## config.mk

```make
export PLATFORM = sky130hd
export DESIGN_NAME = bus_arbiter
export DESIGN_NICKNAME = d
export VERILOG_FILES = /design/src/rtl/bus_arb_pkg.sv /design/src/rtl/bus_arbiter_rr_picker.sv /design/src/rtl/bus_arbiter.sv
export SDC_FILE = /design/constraint.sdc
export NUM_CORES = 1
export LEC_CHECK = 0
export BUFFER_PORTS_ARGS = -buffer_cell sky130_fd_sc_hd__buf_2
export CORE_AREA = 2 2 61 57
export DETAILED_ROUTE_END_ITERATION = 6
export DIE_AREA = 0 0 63 59
export GPL_ROUTABILITY_DRIVEN = 0
export GPL_TIMING_DRIVEN = 0
export MAX_ROUTING_LAYER = met4
export SYNTH_ARGS = -nofsm -noshare
export SYNTH_HDL_FRONTEND = slang
export SYNTH_SLANG_ARGS = --single-unit
```

## constraint.sdc

```tcl
create_clock -name clk -period 1.9 [get_ports clk]
set_clock_uncertainty 0.05 [all_clocks]
set_input_delay 0.19 -clock clk [delete_from_list [all_inputs] [get_ports clk]]
set_output_delay 0.19 -clock clk [all_outputs]
set_load 0.01 [all_outputs]
```

## src/rtl/bus_arb_pkg.sv

```systemverilog
// Shared types and helpers for the 68000 bus arbiter.
package bus_arb_pkg;

  typedef enum logic [2:0] {
    CPU_OWN  = 3'd0,
    WAIT_CYC = 3'd1,
    GRANT    = 3'd2,
    DMA_OWN  = 3'd3,
    RELEASE  = 3'd4
  } arb_state_t;

  localparam logic [3:0] OWNER_CPU = 4'd0;
  localparam int         MAX_REQ   = 8;

  function automatic logic [MAX_REQ-1:0] onehot(input logic [2:0] idx);
    onehot = 8'd1 << idx;
  endfunction

endpackage

```

## src/rtl/bus_arbiter_rr_picker.sv

```systemverilog
// Round-robin picker: first requesting channel at or after ptr, wrapping at NREQ.
module rr_picker
  import bus_arb_pkg::*;
#(
  parameter int NREQ  = 3,
  parameter int IDX_W = (NREQ > 1) ? $clog2(NREQ) : 1
) (
  input  logic [NREQ-1:0]  req,
  input  logic [IDX_W-1:0] ptr,
  output logic [IDX_W-1:0] idx,
  output logic             valid
);

  function automatic logic [IDX_W-1:0] wrap_add(input logic [IDX_W-1:0] base, input int off);
    int sum;
    sum = int'(base) + off;
    if (sum >= NREQ) begin
      sum = sum - NREQ;
    end else begin
      sum = sum;
    end
    return IDX_W'(sum);
  endfunction

  // Scan from the farthest offset down so the nearest requester wins.
  always_comb begin
    idx   = {IDX_W{1'b0}};
    valid = 1'b0;
    for (int k = NREQ - 1; k >= 0; k--) begin
      if (req[wrap_add(ptr, k)]) begin
        idx   = wrap_add(ptr, k);
        valid = 1'b1;
      end else begin
        idx   = idx;
        valid = valid;
      end
    end
  end

endmodule

```

## src/rtl/bus_arbiter.sv

```systemverilog
// 68000 bus arbiter: CPU vs NREQ DMA channels, round-robin with a CPU hold-off slot.
// Optional bus-timeout watchdog enabled by defining BUS_TIMEOUT_EN.
module bus_arbiter
  import bus_arb_pkg::*;
#(
  parameter int NREQ     = 3,
  parameter int CPU_SLOT = 4,
  parameter int TIMEOUT  = 1024
) (
  input  logic            clk,
  input  logic            reset,
  input  logic            cpu_as_n,
  input  logic            bus_as_n,
  input  logic            bus_dtack_n,
  input  logic [NREQ-1:0] dma_req,
  input  logic [NREQ-1:0] dma_done,
  output logic [NREQ-1:0] dma_grant,
  output logic            dma_active_n,
  output logic [3:0]      bus_owner,
  output logic            buserr
);

  localparam int IDX_W  = (NREQ > 1) ? $clog2(NREQ) : 1;
  localparam int SLOT_W = (CPU_SLOT > 0) ? $clog2(CPU_SLOT + 1) : 1;
  localparam logic [SLOT_W-1:0] SLOT_MAX = SLOT_W'(CPU_SLOT);
  localparam logic [IDX_W-1:0]  LAST_IDX = IDX_W'(NREQ - 1);

  arb_state_t        state_q, state_d;
  logic [SLOT_W-1:0] slot_q, slot_d;
  logic [IDX_W-1:0]  rr_ptr_q, rr_ptr_d;
  logic [IDX_W-1:0]  winner_q, winner_d;
  logic [NREQ-1:0]   grant_q, grant_d;
  logic              active_n_q, active_n_d;
  logic [3:0]        owner_q, owner_d;
  logic [IDX_W-1:0]  pick_idx_s;
  logic              pick_valid_s;

  rr_picker #(.NREQ(NREQ), .IDX_W(IDX_W)) u_picker (
    .req   (dma_req),
    .ptr   (rr_ptr_q),
    .idx   (pick_idx_s),
    .valid (pick_valid_s)
  );

  // Next-state and registered-output logic for the ownership FSM.
  always_comb begin
    state_d    = state_q;
    slot_d     = slot_q;
    rr_ptr_d   = rr_ptr_q;
    winner_d   = winner_q;
    grant_d    = grant_q;
    active_n_d = active_n_q;
    owner_d    = owner_q;
    case (state_q)
      CPU_OWN: begin
        if (slot_q != SLOT_MAX) begin
          slot_d = slot_q + SLOT_W'(1);
        end else begin
          slot_d = slot_q;
        end
        if ((slot_q == SLOT_MAX) && (|dma_req)) begin
          state_d = cpu_as_n ? GRANT : WAIT_CYC;
        end else begin
          state_d = CPU_OWN;
        end
      end
      WAIT_CYC: begin
        if (!(|dma_req)) begin
          state_d = CPU_OWN;
        end else if (cpu_as_n) begin
          state_d = GRANT;
        end else begin
          state_d = WAIT_CYC;
        end
      end
      GRANT: begin
        // Requests may have vanished since arming; fall back without a grant.
        if (pick_valid_s) begin
          state_d    = DMA_OWN;
          winner_d   = pick_idx_s;
          grant_d    = NREQ'(onehot(3'(pick_idx_s)));
          active_n_d = 1'b0;
          owner_d    = 4'(pick_idx_s) + 4'd1;
        end else begin
          state_d = CPU_OWN;
        end
      end
      DMA_OWN: begin
        if (dma_req[winner_q] && !dma_done[winner_q]) begin
          state_d = DMA_OWN;
        end else begin
          state_d  = RELEASE;
          grant_d  = {NREQ{1'b0}};
          rr_ptr_d = (winner_q == LAST_IDX) ? {IDX_W{1'b0}} : winner_q + IDX_W'(1);
        end
      end
      RELEASE: begin
        state_d    = CPU_OWN;
        active_n_d = 1'b1;
        owner_d    = OWNER_CPU;
        slot_d     = {SLOT_W{1'b0}};
      end
      default: begin
        state_d    = CPU_OWN;
        grant_d    = {NREQ{1'b0}};
        active_n_d = 1'b1;
        owner_d    = OWNER_CPU;
      end
    endcase
  end

  // State and output registers; reset leaves the slot satisfied.
  always_ff @(posedge clk) begin
    if (reset) begin
      state_q    <= CPU_OWN;
      slot_q     <= SLOT_MAX;
      rr_ptr_q   <= {IDX_W{1'b0}};
      winner_q   <= {IDX_W{1'b0}};
      grant_q    <= {NREQ{1'b0}};
      active_n_q <= 1'b1;
      owner_q    <= OWNER_CPU;
    end else begin
      state_q    <= state_d;
      slot_q     <= slot_d;
      rr_ptr_q   <= rr_ptr_d;
      winner_q   <= winner_d;
      grant_q    <= grant_d;
      active_n_q <= active_n_d;
      owner_q    <= owner_d;
    end
  end

  assign dma_grant    = grant_q;
  assign dma_active_n = active_n_q;
  assign bus_owner    = owner_q;

`ifdef BUS_TIMEOUT_EN
  localparam logic [15:0] WD_LAST = 16'(TIMEOUT - 1);

  logic [15:0] wd_cnt_q, wd_cnt_d;
  logic        wd_fired_q, wd_fired_d;
  logic        buserr_q, buserr_d;

  // Watchdog: one pulse per stalled strobe, re-armed only by strobe release or dtack.
  always_comb begin
    wd_cnt_d   = wd_cnt_q;
    wd_fired_d = wd_fired_q;
    buserr_d   = 1'b0;
    if (bus_as_n || !bus_dtack_n) begin
      wd_cnt_d   = 16'd0;
      wd_fired_d = 1'b0;
    end else if (wd_fired_q) begin
      wd_cnt_d = wd_cnt_q;
    end else if (wd_cnt_q == WD_LAST) begin
      buserr_d   = 1'b1;
      wd_fired_d = 1'b1;
    end else begin
      wd_cnt_d = wd_cnt_q + 16'd1;
    end
  end

  // Watchdog registers.
  always_ff @(posedge clk) begin
    if (reset) begin
      wd_cnt_q   <= 16'd0;
      wd_fired_q <= 1'b0;
      buserr_q   <= 1'b0;
    end else begin
      wd_cnt_q   <= wd_cnt_d;
      wd_fired_q <= wd_fired_d;
      buserr_q   <= buserr_d;
    end
  end

  assign buserr = buserr_q;
`else
  logic unused_wd_s;
  assign unused_wd_s = bus_as_n ^ bus_dtack_n ^ (TIMEOUT == 0);
  assign buserr      = 1'b0;
`endif

endmodule

```

After elaboration in Yosys (flattened, before gate mapping)
Cells that the tools add are included.
{"block": "op_classes", "add_sub_neg": 8, "magnitude_cmp": 7, "n_eq_ne": 10, "shifts": 1, "n_mux": 35, "bitwise": 3, "n_reduce_logical": 13}
{"operator": "$mux W2", "n": 11}
{"operator": "$lt A2 B3 Y1 const B", "n": 4}
{"operator": "$mux W3", "n": 4}
{"operator": "$pmux W3 S4", "n": 1}
{"operator": "$bmux W1 S2", "n": 5}
{"operator": "$mux W1", "n": 9}
{"operator": "$pmux W3 S3", "n": 1}
{"operator": "$reduce_or A3 Y1", "n": 3}
{"operator": "$pmux W4 S2", "n": 1}
{"operator": "$reduce_and A2 Y1", "n": 4}
{"operator": "$add A2 B1 Y3 const B", "n": 2}
{"operator": "$eq A3 B2 Y1 const B", "n": 2}
{"operator": "$eq A3 B3 Y1 const B", "n": 2}
{"operator": "$ge A3 B2 Y1 const B", "n": 2}
{"operator": "$ne A2 B2 Y1 const B", "n": 3}
{"operator": "$pmux W3 S2", "n": 1}
{"operator": "$mux W4", "n": 1}
{"operator": "$sub A2 B2 Y2 const B", "n": 2}
{"operator": "$add A2 B2 Y3 const B", "n": 1}
{"operator": "$add A3 B1 Y3 const B", "n": 1}
{"operator": "$eq A3 B1 Y1 const B", "n": 1}
{"operator": "$logic_not A3 Y1", "n": 1}
{"operator": "$ne A3 B3 Y1 const B", "n": 1}
{"operator": "$not A1 Y1", "n": 3}
{"operator": "10 further kinds", "n": 11}
{"block": "word_totals", "regBits": 18, "inputBits": 11, "output_inout_bits": 9, "wordCells": 84}

Longest topological paths before layout
Gate-level depths: netlist (run 1).
{"block": "logic_depth", "ltp_word": 11, "mapped_depth": 9, "ltp_nobuf": 8}

Cells and area by module
From an unflattened synthesis (run 1), not the netlist that was laid out.
{"block": "hier_totals", "hier_cells": 130, "area_unflattened_um2": 1061.0}
{"module": "bus_arbiter", "n_inst": 1, "cells_each": 101, "area_per_inst_um2": 838.3, "seq_area_each_um2": 340.3}
{"module": "rr_picker", "n_inst": 1, "cells_each": 29, "area_per_inst_um2": 222.7, "seq_area_each_um2": 0.0}

Worst setup path before layout (run 1)
No wires, ideal clock.
{"block": "synth_path", "kind": "flip-flop to flip-flop", "start": "register rr_ptr_q[1]", "end": "register grant_q[1], in the netlist dma_grant[1]", "setup_time_ps": 117, "arrival_ps": 1930, "t_required_ps": 1733, "path_slack_ps": -197, "path_stages_with_launch": 8, "n_path_buf": 0, "period_less_slack_ps": 2097, "cell_sequence": "dfxtp_1 inv_1 ha_1 mux2_4 mux2_4 or3_1 and2_4 a22o_1"}
{"block": "synth_via", "elab_chain_len": 11, "word_cells_on_any_way": 28, "classes_between": "add/sub (5); order compare (3); eq/ne (1); shift (1); mux (17); reduce/logical (1)"}
{"element": "from (decl)", "line": "bus_arbiter.sv:30", "rtl": "logic [IDX_W-1:0] rr_ptr_q, rr_ptr_d;"}
{"element": "from (signal assigned)", "line": "bus_arbiter.sv:117", "rtl": "rr_ptr_q <= {IDX_W{1'b0}};"}
{"element": "from (signal assigned)", "line": "bus_arbiter.sv:125", "rtl": "rr_ptr_q <= rr_ptr_d;"}
{"element": "$add A2 B2 Y3", "line": "bus_arbiter_rr_picker.sv:16", "rtl": "sum = int'(base) + off;"}
{"element": "$ge A3 B2 Y1 / $sub A2 B2 Y2 (equally long branches)", "line": "bus_arbiter_rr_picker.sv:17, bus_arbiter_rr_picker.sv:18"}
{"element": "$mux W2", "line": "bus_arbiter_rr_picker.sv:17", "rtl": "if (sum >= NREQ) begin"}
{"element": "$bmux W1 S2", "line": "bus_arbiter_rr_picker.sv:30", "rtl": "if (req[wrap_add(ptr, k)]) begin"}
{"element": "$mux W1 (implied by the code)", "line": "bus_arbiter_rr_picker.sv:30"}
{"element": "$mux W2 (3 in series)", "line": "bus_arbiter_rr_picker.sv:30"}
{"element": "$shl A1 B2 Y3", "line": "bus_arb_pkg.sv:16", "rtl": "onehot = 8'd1 << idx;"}
{"element": "$mux W3", "line": "bus_arbiter.sv:78", "rtl": "if (pick_valid_s) begin"}
{"element": "$pmux W3 S3", "line": "bus_arbiter.sv:54", "rtl": "case (state_q)"}
{"element": "to (signal assigned)", "line": "bus_arbiter.sv:119", "rtl": "grant_q <= {NREQ{1'b0}};"}
{"element": "to (signal assigned)", "line": "bus_arbiter.sv:127", "rtl": "grant_q <= grant_d;"}
{"element": "to (decl)", "line": "bus_arbiter.sv:32", "rtl": "logic [NREQ-1:0] grant_q, grant_d;"}
Parallel ways exist; a longest one is shown, timed or not. The select of a mux whose other input is x is not followed.
A chain may end at the register's enable or synchronous reset.

Worst setup path in the final report (run 1)
{"block": "layout_path", "start": "register rr_ptr_q[1]", "end": "register grant_q[2], in the netlist dma_grant[2]"}
Same word-level chain as after synthesis.

==> flow_summary_export.csv, run 1 <==
group,metric,value,unit
outcome,status,"complete, but fails checks",
outcome,failed_checks,"negative setup slack",
placement,dp_slack,-0.302,ns
global_route,grt-ovfl-total,0,
clock_tree,max-clock-path-buffers,2,
sta,period_share,109,%
power,finalPower,0.969,mW
global_route,antenna_found_initial,0,
final_layout,syn_to_final_growth,30.2,%
sta,hold_viol,0,
clock_tree,ctsRootBufferMaster,"clkbuf_4",
logic_synthesis,synthCells,135,
drt,wl_met1,1190,um
drt,ant_nets,0,
logic_synthesis,syn_area_per_cell,8.77,um2
die,core_area,3020,um2
setup_path,critPathLaunchType,"flop",
logic_synthesis,yosys.cell_types.count,45,
setup_path,r2r-end,"dma_grant[2]$_SDFFE_PP0P_",
final_layout,layout-drive-gt1-share,38.0,%
drt,wl_met3,135,um
power,ir_drop,352,uV
placement,port_buffers,14,
logic_synthesis,ys_seq_elements,17,
setup_path,critical-path-max-stage-delay,0.38,ns
logic_synthesis,seq_area_frac_synth,28.8,%
sta,maxSlewHeadroom,57.7,%
drt,totalWireLength,2820,um
sta,rsz0062_at_grt,"yes",
sta,period_needed,2.07,ns
global_route,grt_use_total,16.9,%
drt,drc,0,
drt,vias,1090,
clock_tree,clk_latency,0.30,ns
clock_tree,clock_sinks,17,
sta,finalMaxSlewViolations,0,
global_route,grt_pass1_wl,4800,um
power,powerDensity,629,nW/um2
sta,setup_slack,-0.167,ns
logic_synthesis,synth_edf_count,0,
global_route,grt_pass1_vias,1083,
logic_synthesis,ys_async_sr_fraction,0,%
sta,setup_viol,11,
die,ios,20,
setup_path,cp_cell_sequence,"buf_4 -> ha_4 -> mux2i_4 -> o211ai_1 -> a221o_1 -> o311a_1 -> a21o_1",
power,leakagePower,0.660,nW
setup_path,crit_path_end,"dma_grant[2]$_SDFFE_PP0P_",
drt,met2_length,1470,um
power,p_int,0.627,mW
global_route,grt_start_max_net_pins,11,
final_layout,n_antenna_cell,0,
drt,dr.pass1.iters,4,
clock_tree,cts_made_buffers,3,
final_layout,nFillCells,288,
power,power_frac_comb,37.2,%
power,switching_power,0.342,mW
setup_path,critPathArrivalTime,2.22,ns
setup_path,r2r_cells,7,
drt,top_layer,"met4",
power,p_sw_share,35.3,%
setup_path,crit_fanout,4,
setup_path,critPathCaptureType,"flop",
final_layout,finalNetCount,183,
die,fp.dieH,59,um
drt,viasPerCell,5.32,
setup_path,critical-path-slowest-cell,"dfxtp_4",
min_path,hold_path.class,"in -> reg",
logic_synthesis,netlist_area,1180,um2
final_layout,multi_input_area,877,um2
sta,fmax,484,MHz
placement,place_inst,192,
clock_tree,cts_tree,"built",
power,power_frac_clock,20.3,%
die,start_util,39.2,%
drt,routedWlPerCell,13.7,um
clock_tree,htreeDepth,1,
flow_run,drv_cap,0,
drt,first_iter_violations,50,
logic_synthesis,ys.flop_type,"dfxtp_1",
setup_path,worstPathRequired,2.06,ns
power,power_frac_seq,42.5,%
final_layout,seq_area,348,um2
die,die_area,3720,um2
setup_path,startpoint,"rr_ptr_q[1]$_SDFFE_PP0P_",
logic_synthesis,yosysWarnings,0,
setup_path,crit_type,"reg -> reg",
die,rows,19,
setup_path,r2r_setup_slack,-0.17,ns
final_layout,fin_cells,205,
clock_tree,clkTransAtPathRegs,0.11,ns
die,dieWidth,63,um
setup_path,worstReg2RegStart,"rr_ptr_q[1]$_SDFFE_PP0P_",
sta,worstMarginPinSlew,0.633,ns
placement,hpwl,1910,um
[repair_timing]
item,4_1_cts,5_1_grt
endpoints found under the setup margin,9,11
gates resized for setup,17,4
hold endpoints to repair,0,0
pin swaps,11,3
hold buffers,0,0
setup buffers,10,1
cloned,0,0
[layer usage]
layer | track usage (%) | vias up
li1 | - | 542
met1 | 18.3 | 524
met2 | 31.3 | 20
met3 | 5.51 | 4
met4 | 2.22 | 0
met5 | - | -
[power by group through the flow]
stage	Sequential [mW]	Combinational (mW)	Clock (mW)
6_report	0.412	0.361	0.196
5_1_grt	0.417	0.390	0.224
4_1_cts	0.412	0.340	0.201
3_5_place_dp	0.420	0.289	0
3_3_place_gp	0.419	0.285	0
2_1_floorplan	0.424	0.213	0
[worst min path at each step]
stage                  start                     to  slack [ns]  cells past startpoint
detailed placement  cpu_as_n  state_q[0]$_SDFF_PP0_        0.37                      2
finish              cpu_as_n  state_q[0]$_SDFF_PP0_        0.02                      2
global placement    cpu_as_n  state_q[0]$_SDFF_PP0_        0.35                      2
floorplan           cpu_as_n  state_q[0]$_SDFF_PP0_        0.25                      1
global route        cpu_as_n  state_q[0]$_SDFF_PP0_        0.01                      2
CTS                 cpu_as_n  state_q[0]$_SDFF_PP0_        0.03                      2
[through the flow]
stage	hold WS (ns)	cell area, um2	utilization (%)	TNS (ns)
2_1_floorplan	0.252	1210	-	-0.311
3_3_place_gp	0.351	1340	44.3	-1.39
3_5_place_dp	0.368	1340	44.3	-1.61
4_1_cts	0.0292	1530	50.5	-1.01
5_1_grt	0.0116	1540	51.1	-2.10
6_report	0.0226	1540	51.1	-1.27
[cell families after synthesis]
logic type / share of synthesized area, %
mux: 8.46
fa+ha+maj: 8.46
simple gates: 23.9
flops: 28.8
buf+inv: 8.03
compound gates: 22.1
other cells: 0.317
[worst max-delay path: cells and delay by family, from the launching register on]
| family | cells | cell delay [ns] |
|---|---|---|
| AO/OA/AOI/OAI | 4 | 0.98 |
| multiplexers | 1 | 0.32 |
| flip-flops | 1 | 0.38 |
| adder cells (fa/ha/maj) | 1 | 0.16 |
| buffers and inverters | 1 | 0.12 |
[registers in the layout, indices dropped and copies added, names as in the netlist]
signal / cells
state_q: 3
bus_owner: 3
slot_q: 3
dma_grant: 3
dma_active_n: 1
rr_ptr_q: 2
winner_q: 2
[final cells by class]
class	count	area share, %
Buffer	6	2.44
Clock buffer	3	1.46
Clock inverter	1	0.325
Inverter	11	3.00
Multi-Input combinational cell	100	56.9
Sequential cell	17	22.6
Tap cell	42	3.41
Timing Repair Buffer	25	9.90
[synth_stat cells, drive strengths merged, types with 2 or more instances]
library cell	number	area, um2
a21oi	4	20.0
a22o	2	17.5
and2	3	21.3
and4bb	2	25.0
buf	5	42.5
clkbuf	3	11.3
dfxtp	17	340
ha	8	100
inv	11	41.3
mux2	2	30.0
mux2i	7	70.1
nand2	8	30.0
nand3	3	15.0
nand3b	2	15.0
nor2	10	37.5
nor2b	4	25.0
nor3	5	30.0
nor4	3	18.8
nor4b	2	23.8
o2111ai	3	26.3
o211ai	2	15.0
o21a	3	22.5
o21ai	6	33.8
o31ai	4	43.8
or2	2	12.5
or3	2	12.5
[cells in the final DEF, fill, tap and decap left out, types with 2 or more instances in the layout]
master / netlist / final
nand3_1: 3 / 2
mux2i_4: 0 / 2
dfxtp_1: 17 / 15
a21oi_1: 4 / 3
o211ai_1: 2 / 2
ha_4: 0 / 2
mux2_4: 2 / 2
conb_1: 1 / 2
buf_4: 2 / 13
o21a_1: 3 / 3
a22o_1: 2 / 2
o21ai_0: 5 / 2
nand3b_1: 2 / 2
buf_2: 1 / 14
or2_2: 2 / 2
and4bb_2: 2 / 2
clkbuf_1: 3 / 3
o21ai_1: 0 / 2
o2111ai_1: 3 / 2
clkbuf_4: 0 / 3
nor2_1: 10 / 10
inv_1: 11 / 8
inv_4: 0 / 2
o31ai_1: 3 / 3
nor2b_1: 4 / 4
ha_1: 8 / 6
and2_1: 2 / 2
mux2i_1: 7 / 5
nor4_1: 3 / 3
dfxtp_4: 0 / 2
nor3_1: 4 / 3
nand2_1: 8 / 8
Power figures use the tool's default switching activity.
==> run 2, diff against run 1 <==
--- a/config.mk
+++ b/config.mk
@@ -6,9 +6,9 @@
 export NUM_CORES = 1
 export LEC_CHECK = 0
 export BUFFER_PORTS_ARGS = -buffer_cell sky130_fd_sc_hd__buf_2
-export CORE_AREA = 2 2 61 57
+export CORE_AREA = 2 2 74 48
 export DETAILED_ROUTE_END_ITERATION = 6
-export DIE_AREA = 0 0 63 59
+export DIE_AREA = 0 0 76 50
 export GPL_ROUTABILITY_DRIVEN = 0
 export GPL_TIMING_DRIVEN = 0
 export MAX_ROUTING_LAYER = met4
==> run 2 against run 1 <==
The flow still finishes with violations (negative setup slack). Flip-flop and latch count unchanged. Fmax shrank 1.6%. Sequential share of layout area rose by 0.53 points. Hold slack gained 0.053 ns. Die area rose by 2.2%. Final area down 1.9%. Largest power group unchanged.
==> flow_summary_export.csv, run 2 (synthesis gave the netlist of run 1 again) <==
group,metric,value,unit
drt,totalWireLength,2820,um
final_layout,nFillCells,304,
drt,dr.pass1.iters,4,
drt,routedWlPerCell,13.8,um
clock_tree,cts_made_buffers,3,
setup_path,r2r-end,"dma_grant[0]$_SDFFE_PP0P_",
setup_path,critical-path-slowest-cell,"or3_4",
clock_tree,clkTransAtPathRegs,0.07,ns
setup_path,path_depth,7,
clock_tree,cts_tree,"built",
power,powerDensity,681,nW/um2
drt,ant_nets,0,
placement,dp_slack,-0.331,ns
power,leakagePower,0.645,nW
setup_path,crit_type,"reg -> reg",
sta,period_share,111,%
setup_path,critPathArrivalTime,2.20,ns
sta,fmax,476,MHz
global_route,grt_pass1_vias,971,
die,die_area,3800,um2
drt,vias,1079,
die,dieWidth,76,um
power,ir_drop,260,uV
drt,drc,0,
outcome,status,"complete, but fails checks",
min_path,min_from,"cpu_as_n",
die,start_util,38.1,%
outcome,failed_checks,"negative setup slack",
setup_path,critical-path-max-stage-delay,0.38,ns
drt,first_iter_violations,43,
clock_tree,clock_sinks,17,
global_route,grt-ovfl-total,0,
final_layout,finalNetCount,179,
min_path,hold_path.class,"in -> reg",
setup_path,critPathLaunchType,"flop",
setup_path,worstPathRequired,2.00,ns
sta,hold_viol,0,
global_route,grt.busiest_layer,"met2",
placement,port_buffers,14,
setup_path,cp_cell_sequence,"inv_4 -> ha_4 -> mux2_4 -> mux2_4 -> or3_4 -> and2_4 -> a22o_1",
min_path,hold_end,"state_q[0]$_SDFF_PP0_",
die,rows,16,
global_route,use_met2,23.8,%
die,core_area,3100,um2
power,finalPower,1.03,mW
sta,rsz0062_at_grt,"yes",
setup_path,r2r_setup_slack,-0.20,ns
sta,setup_viol,11,
final_layout,n_antenna_cell,0,
placement,hpwl,2000,um
clock_tree,cts_hold_buf,0,
sta,maxSlewHeadroom,57.6,%
drt,viasPerCell,5.29,
setup_path,timing.critical_path.mode_cell,"mux2_4",
setup_path,critPathCaptureType,"flop",
setup_path,worstReg2RegStart,"rr_ptr_q[1]$_SDFFE_PP0P_",
sta,setup_slack,-0.201,ns
final_layout,final_cell_mix,"14 x dfxtp_1, 14 x buf_2, 10 x nor2_1",
global_route,antenna_found_initial,0,
global_route,grt_use_total,15.6,%
flow_run,drv_cap,0,
global_route,grt_pass1_wl,4600,um
setup_path,r2r_cells,7,
placement,place_inst,195,
final_layout,syn_to_final_growth,27.7,%
setup_path,crit_fanout,6,
global_route,grt_start_max_net_pins,11,
final_layout,layout-drive-gt1-share,37.1,%
min_path,hold_depth,2,
global_route,use_met1,20.2,%
sta,worstMarginPinSlew,0.634,ns
clock_tree,ctsRootBufferMaster,"clkbuf_8",
clock_tree,clk_latency,0.25,ns
sta,finalMaxSlewViolations,0,
die,ios,20,
die,fp.dieH,50,um
clock_tree,htreeDepth,1,
final_layout,fin_cells,204,
setup_path,path_buf_inv,1,
sta,period_needed,2.10,ns
global_route,met3_usage,4.76,%
clock_tree,max-clock-path-buffers,2,
setup_path,critical-path-top-delay-family,"multiplexers",
sta,setup_tns,-1.59,ns
==> run 2: cell types whose count changed in the layout (fill, tap and decap cells not counted), moves of 2 or more <==
cell	previous run	this run
clkbuf_4	3	0
nor3_2	1	3
clkbuf_8	0	3
buf_4	13	7
buf_6	1	3
==> run 2: final cells by class <==
cell class                      count  area [um2]  share of cell area, %
Clock inverter                      1        5.00                  0.331
Multi-Input combinational cell    100         848                   56.1
Inverter                           11        43.8                   2.90
Buffer                              8        60.1                   3.97
Clock buffer                        3        41.3                   2.73
Tap cell                           45        56.3                   3.73
Sequential cell                    17         349                   23.1
Timing Repair Buffer               19         108                   7.12
==> run 2: per-stage QoR <==
step / area [um2] / util [%] / hold WS [ns]
2_1_floorplan: 1210 / - / 0.252
3_3_place_gp: 1340 / 43.2 / 0.360
3_5_place_dp: 1340 / 43.2 / 0.360
4_1_cts: 1480 / 47.6 / 0.0759
5_1_grt: 1510 / 48.7 / 0.0809
6_report: 1510 / 48.7 / 0.0758
==> run 2: what timing repair did <==
item,CTS,global route
setup buffers,5,0
hold endpoints to repair,0,0
gates resized for setup,12,6
endpoints found under the setup margin,9,12
pin swaps,4,1
==> run 2: worst max path at each step <==
stage,from,end,slack (ns)
after global routing,rr_ptr_q[0]$_SDFFE_PP0P_,dma_grant[0]$_SDFFE_PP0P_,-0.27
after detailed placement,rr_ptr_q[1]$_SDFFE_PP0P_,dma_grant[1]$_SDFFE_PP0P_,-0.33
after CTS,rr_ptr_q[1]$_SDFFE_PP0P_,dma_grant[0]$_SDFFE_PP0P_,-0.16
after floorplan,rr_ptr_q[1]$_SDFFE_PP0P_,dma_grant[1]$_SDFFE_PP0P_,-0.08
after global placement,rr_ptr_q[1]$_SDFFE_PP0P_,dma_grant[1]$_SDFFE_PP0P_,-0.31
final,rr_ptr_q[1]$_SDFFE_PP0P_,dma_grant[0]$_SDFFE_PP0P_,-0.20
==> run 2: routing by layer <==
metal | share of wire [%] | routed length [um]
met5 | 0 | 0
met4 | 2.4 | 68
met3 | 5.7 | 161
met2 | 43 | 1220
met1 | 48 | 1370
==> run 2: where the power goes <==
part           internal, mW  total [mW]  switching (mW)
Sequential            0.388       0.414          0.0256
Combinational         0.151       0.344           0.193
Clock                 0.146       0.271           0.126
Total                 0.684        1.03           0.344
==> run 2: worst register-to-register path, stage by stage, from the launching register on <==
cell and delay (ns):
dfxtp_4 0.36, inv_4 0.06, ha_4 0.18, mux2_4 0.33
mux2_4 0.31, or3_4 0.39, and2_4 0.15, a22o_1 0.18
==> run 3, diff against run 2 <==
--- a/config.mk
+++ b/config.mk
@@ -6,12 +6,14 @@
 export NUM_CORES = 1
 export LEC_CHECK = 0
 export BUFFER_PORTS_ARGS = -buffer_cell sky130_fd_sc_hd__buf_2
-export CORE_AREA = 2 2 74 48
+export CORE_AREA = 2 2 67 44
 export DETAILED_ROUTE_END_ITERATION = 6
-export DIE_AREA = 0 0 76 50
+export DIE_AREA = 0 0 69 46
 export GPL_ROUTABILITY_DRIVEN = 0
 export GPL_TIMING_DRIVEN = 0
 export MAX_ROUTING_LAYER = met4
+export PLACE_DENSITY = 0.71
+export RECOVER_POWER = 25
 export SYNTH_ARGS = -nofsm -noshare
 export SYNTH_HDL_FRONTEND = slang
 export SYNTH_SLANG_ARGS = --single-unit
==> run 3 against run 2 <==
The run still ends with negative setup slack left. Register-to-register slack gained 0.02 ns. Final area grew 7.2%. Total power grew 4.0%. Flip-flop and latch count is the same. Fmax grew 1.2%. Global-route usage grew 3.3 points. Clock power is essentially flat. First-iteration DRC count shrank 23%. Setup slack gained 0.025 ns. Core utilization grew 13 points. Combinational power grew 11%. Routed wire length grew 2.1%.
==> flow_summary_export.csv, run 3 (synthesis gave the netlist of run 1 again) <==
group,metric,value,unit
outcome,status,"complete, but fails checks",
outcome,failed_checks,"negative setup slack",
die,rows,15,
sta,setup_viol,11,
sta,fin_hold_ws,0.0697,ns
power,powerDensity,660,nW/um2
final_layout,finalNetCount,186,
setup_path,r2r_setup_slack,-0.18,ns
setup_path,r2r_cells,7,
final_layout,fin_area,1620,um2
clock_tree,clock_sinks,17,
die,core_area,2630,um2
clock_tree,cts_made_buffers,3,
die,ios,20,
sta,maxSlewHeadroom,58.9,%
global_route,grt-ovfl-total,0,
power,power_frac_seq,38.8,%
power,leakagePower,0.682,nW
setup_path,critPathArrivalTime,2.17,ns
drt,first_iter_violations,33,
sta,hold_viol,0,
clock_tree,clkTransAtPathRegs,0.07,ns
setup_path,worstPathRequired,1.99,ns
setup_path,critPathCaptureType,"flop",
power,ir_drop,424,uV
drt,routedWlPerCell,14.4,um
die,die_area,3170,um2
drt,totalWireLength,2880,um
sta,setup_slack,-0.176,ns
placement,dp_slack,-0.304,ns
placement,dpl_cell_area,1330,um2
die,fp.dieH,46,um
sta,rsz0062_at_grt,"yes",
sta,setup_tns,-1.42,ns
drt,dr.pass1.iters,4,
final_layout,final_cell_mix,"15 x dfxtp_1, 13 x buf_4, 11 x buf_2",
flow_run,drv_cap,0,
final_layout,syn_to_final_growth,36.9,%
global_route,grt_pass1_vias,995,
drt,ant_nets,0,
sta,worstMarginPinSlew,0.616,ns
global_route,grt_pass1_wl,4540,um
power,p_sw_share,33.8,%
global_route,grt_start_max_net_pins,11,
clock_tree,clk_latency,0.26,ns
global_route,grt_use_total,18.9,%
sta,period_share,109,%
drt,vias,1098,
clock_tree,cts_tree,"built",
sta,fmax,482,MHz
power,p_int,0.708,mW
clock_tree,htreeDepth,1,
placement,port_buffers,14,
min_path,hold_path.class,"in -> reg",
global_route,antenna_found_initial,0,
sta,finalMaxSlewViolations,0,
final_layout,layout-drive-gt1-share,39.8,%
sta,period_needed,2.08,ns
power,power_frac_comb,35.8,%
power,power_frac_clock,25.3,%
setup_path,crit_fanout,5,
power,finalPower,1.07,mW
clock_tree,max-clock-path-buffers,2,
final_layout,nFillCells,237,
final_layout,final_common_cell,"dfxtp_1",
power,switching_power,0.362,mW
die,dieWidth,69,um
clock_tree,cts_hold_buf,0,
setup_path,crit_type,"reg -> reg",
die,start_util,45.0,%
drt,viasPerCell,5.49,
setup_path,worstReg2RegStart,"rr_ptr_q[1]$_SDFFE_PP0P_",
final_layout,n_antenna_cell,0,
setup_path,crit_path_end,"state_q[1]$_SDFF_PP0_",
setup_path,r2r-end,"state_q[1]$_SDFF_PP0_",
placement,hpwl,1940,um
setup_path,startpoint,"rr_ptr_q[1]$_SDFFE_PP0P_",
clock_tree,ctsRootBufferMaster,"clkbuf_8",
drt,drc,0,
setup_path,critPathLaunchType,"flop",
## run 3: changes by cell type in the layout (fill, tap and decap cells not counted), sizes merged
cell | previous run | this run
clkbuf | 6 | 9
buf | 24 | 28
## run 3: area by class of cell
type	count	area, um2	share of cell area, %
buffer	8	60.1	3.71
clock buffer	3	41.3	2.55
clock inverter	1	5.00	0.309
inverter	11	46.3	2.86
multi-input combinational	100	908	56.1
sequential	17	348	21.5
tap	34	42.5	2.63
timing repair buffer	26	169	10.4
## run 3: per-layer routing
metal	part of all wire (%)	track usage (%)
met5	0	-
met4	1.1	3.53
met3	5.6	5.53
met2	47	31.2
met1	46	23.6
## run 3: repair_timing
item | 4_1_cts | 5_1_grt
setup endpoints to repair | 9 | 11
gates resized for setup | 10 | 17
hold endpoints to repair | 0 | 0
setup buffers | 9 | 3
pin swaps | 11 | 11
## run 3: through the flow
stage	util, %	instances
final	61.7	200
after global routing	61.7	200
after CTS	56.6	197
after detailed placement	50.5	184
after global placement	50.5	184
after floorplan	-	136
## run 3: critical path, cell delays in order (launching register included)
cell	delay [ns]
dfxtp_4	0.36
inv_4	0.06
ha_4	0.16
mux2_4	0.33
mux2_4	0.31
or3_4	0.36
o2111ai_4	0.22
o21ai_1	0.10
## run 3: how the worst min path moves through the flow
stage                                  to  slack [ns]  cells past startpoint      from
CTS                 state_q[0]$_SDFF_PP0_        0.07                      2  cpu_as_n
global route        state_q[0]$_SDFF_PP0_        0.07                      2  cpu_as_n
detailed placement  state_q[0]$_SDFF_PP0_        0.37                      2  cpu_as_n
floorplan           state_q[0]$_SDFF_PP0_        0.25                      1  cpu_as_n
finish              state_q[0]$_SDFF_PP0_        0.07                      2  cpu_as_n
global placement    state_q[0]$_SDFF_PP0_        0.36                      2  cpu_as_n
## run 3: power groups by stage
| stage | Combinational, mW | Clock, mW | Sequential [mW] |
|---|---|---|---|
| 3_3_place_gp | 0.283 | 0 | 0.419 |
| 5_1_grt | 0.419 | 0.294 | 0.420 |
| 3_5_place_dp | 0.290 | 0 | 0.420 |
| 2_1_floorplan | 0.213 | 0 | 0.424 |
| 6_report | 0.383 | 0.271 | 0.416 |
| 4_1_cts | 0.329 | 0.275 | 0.413 |
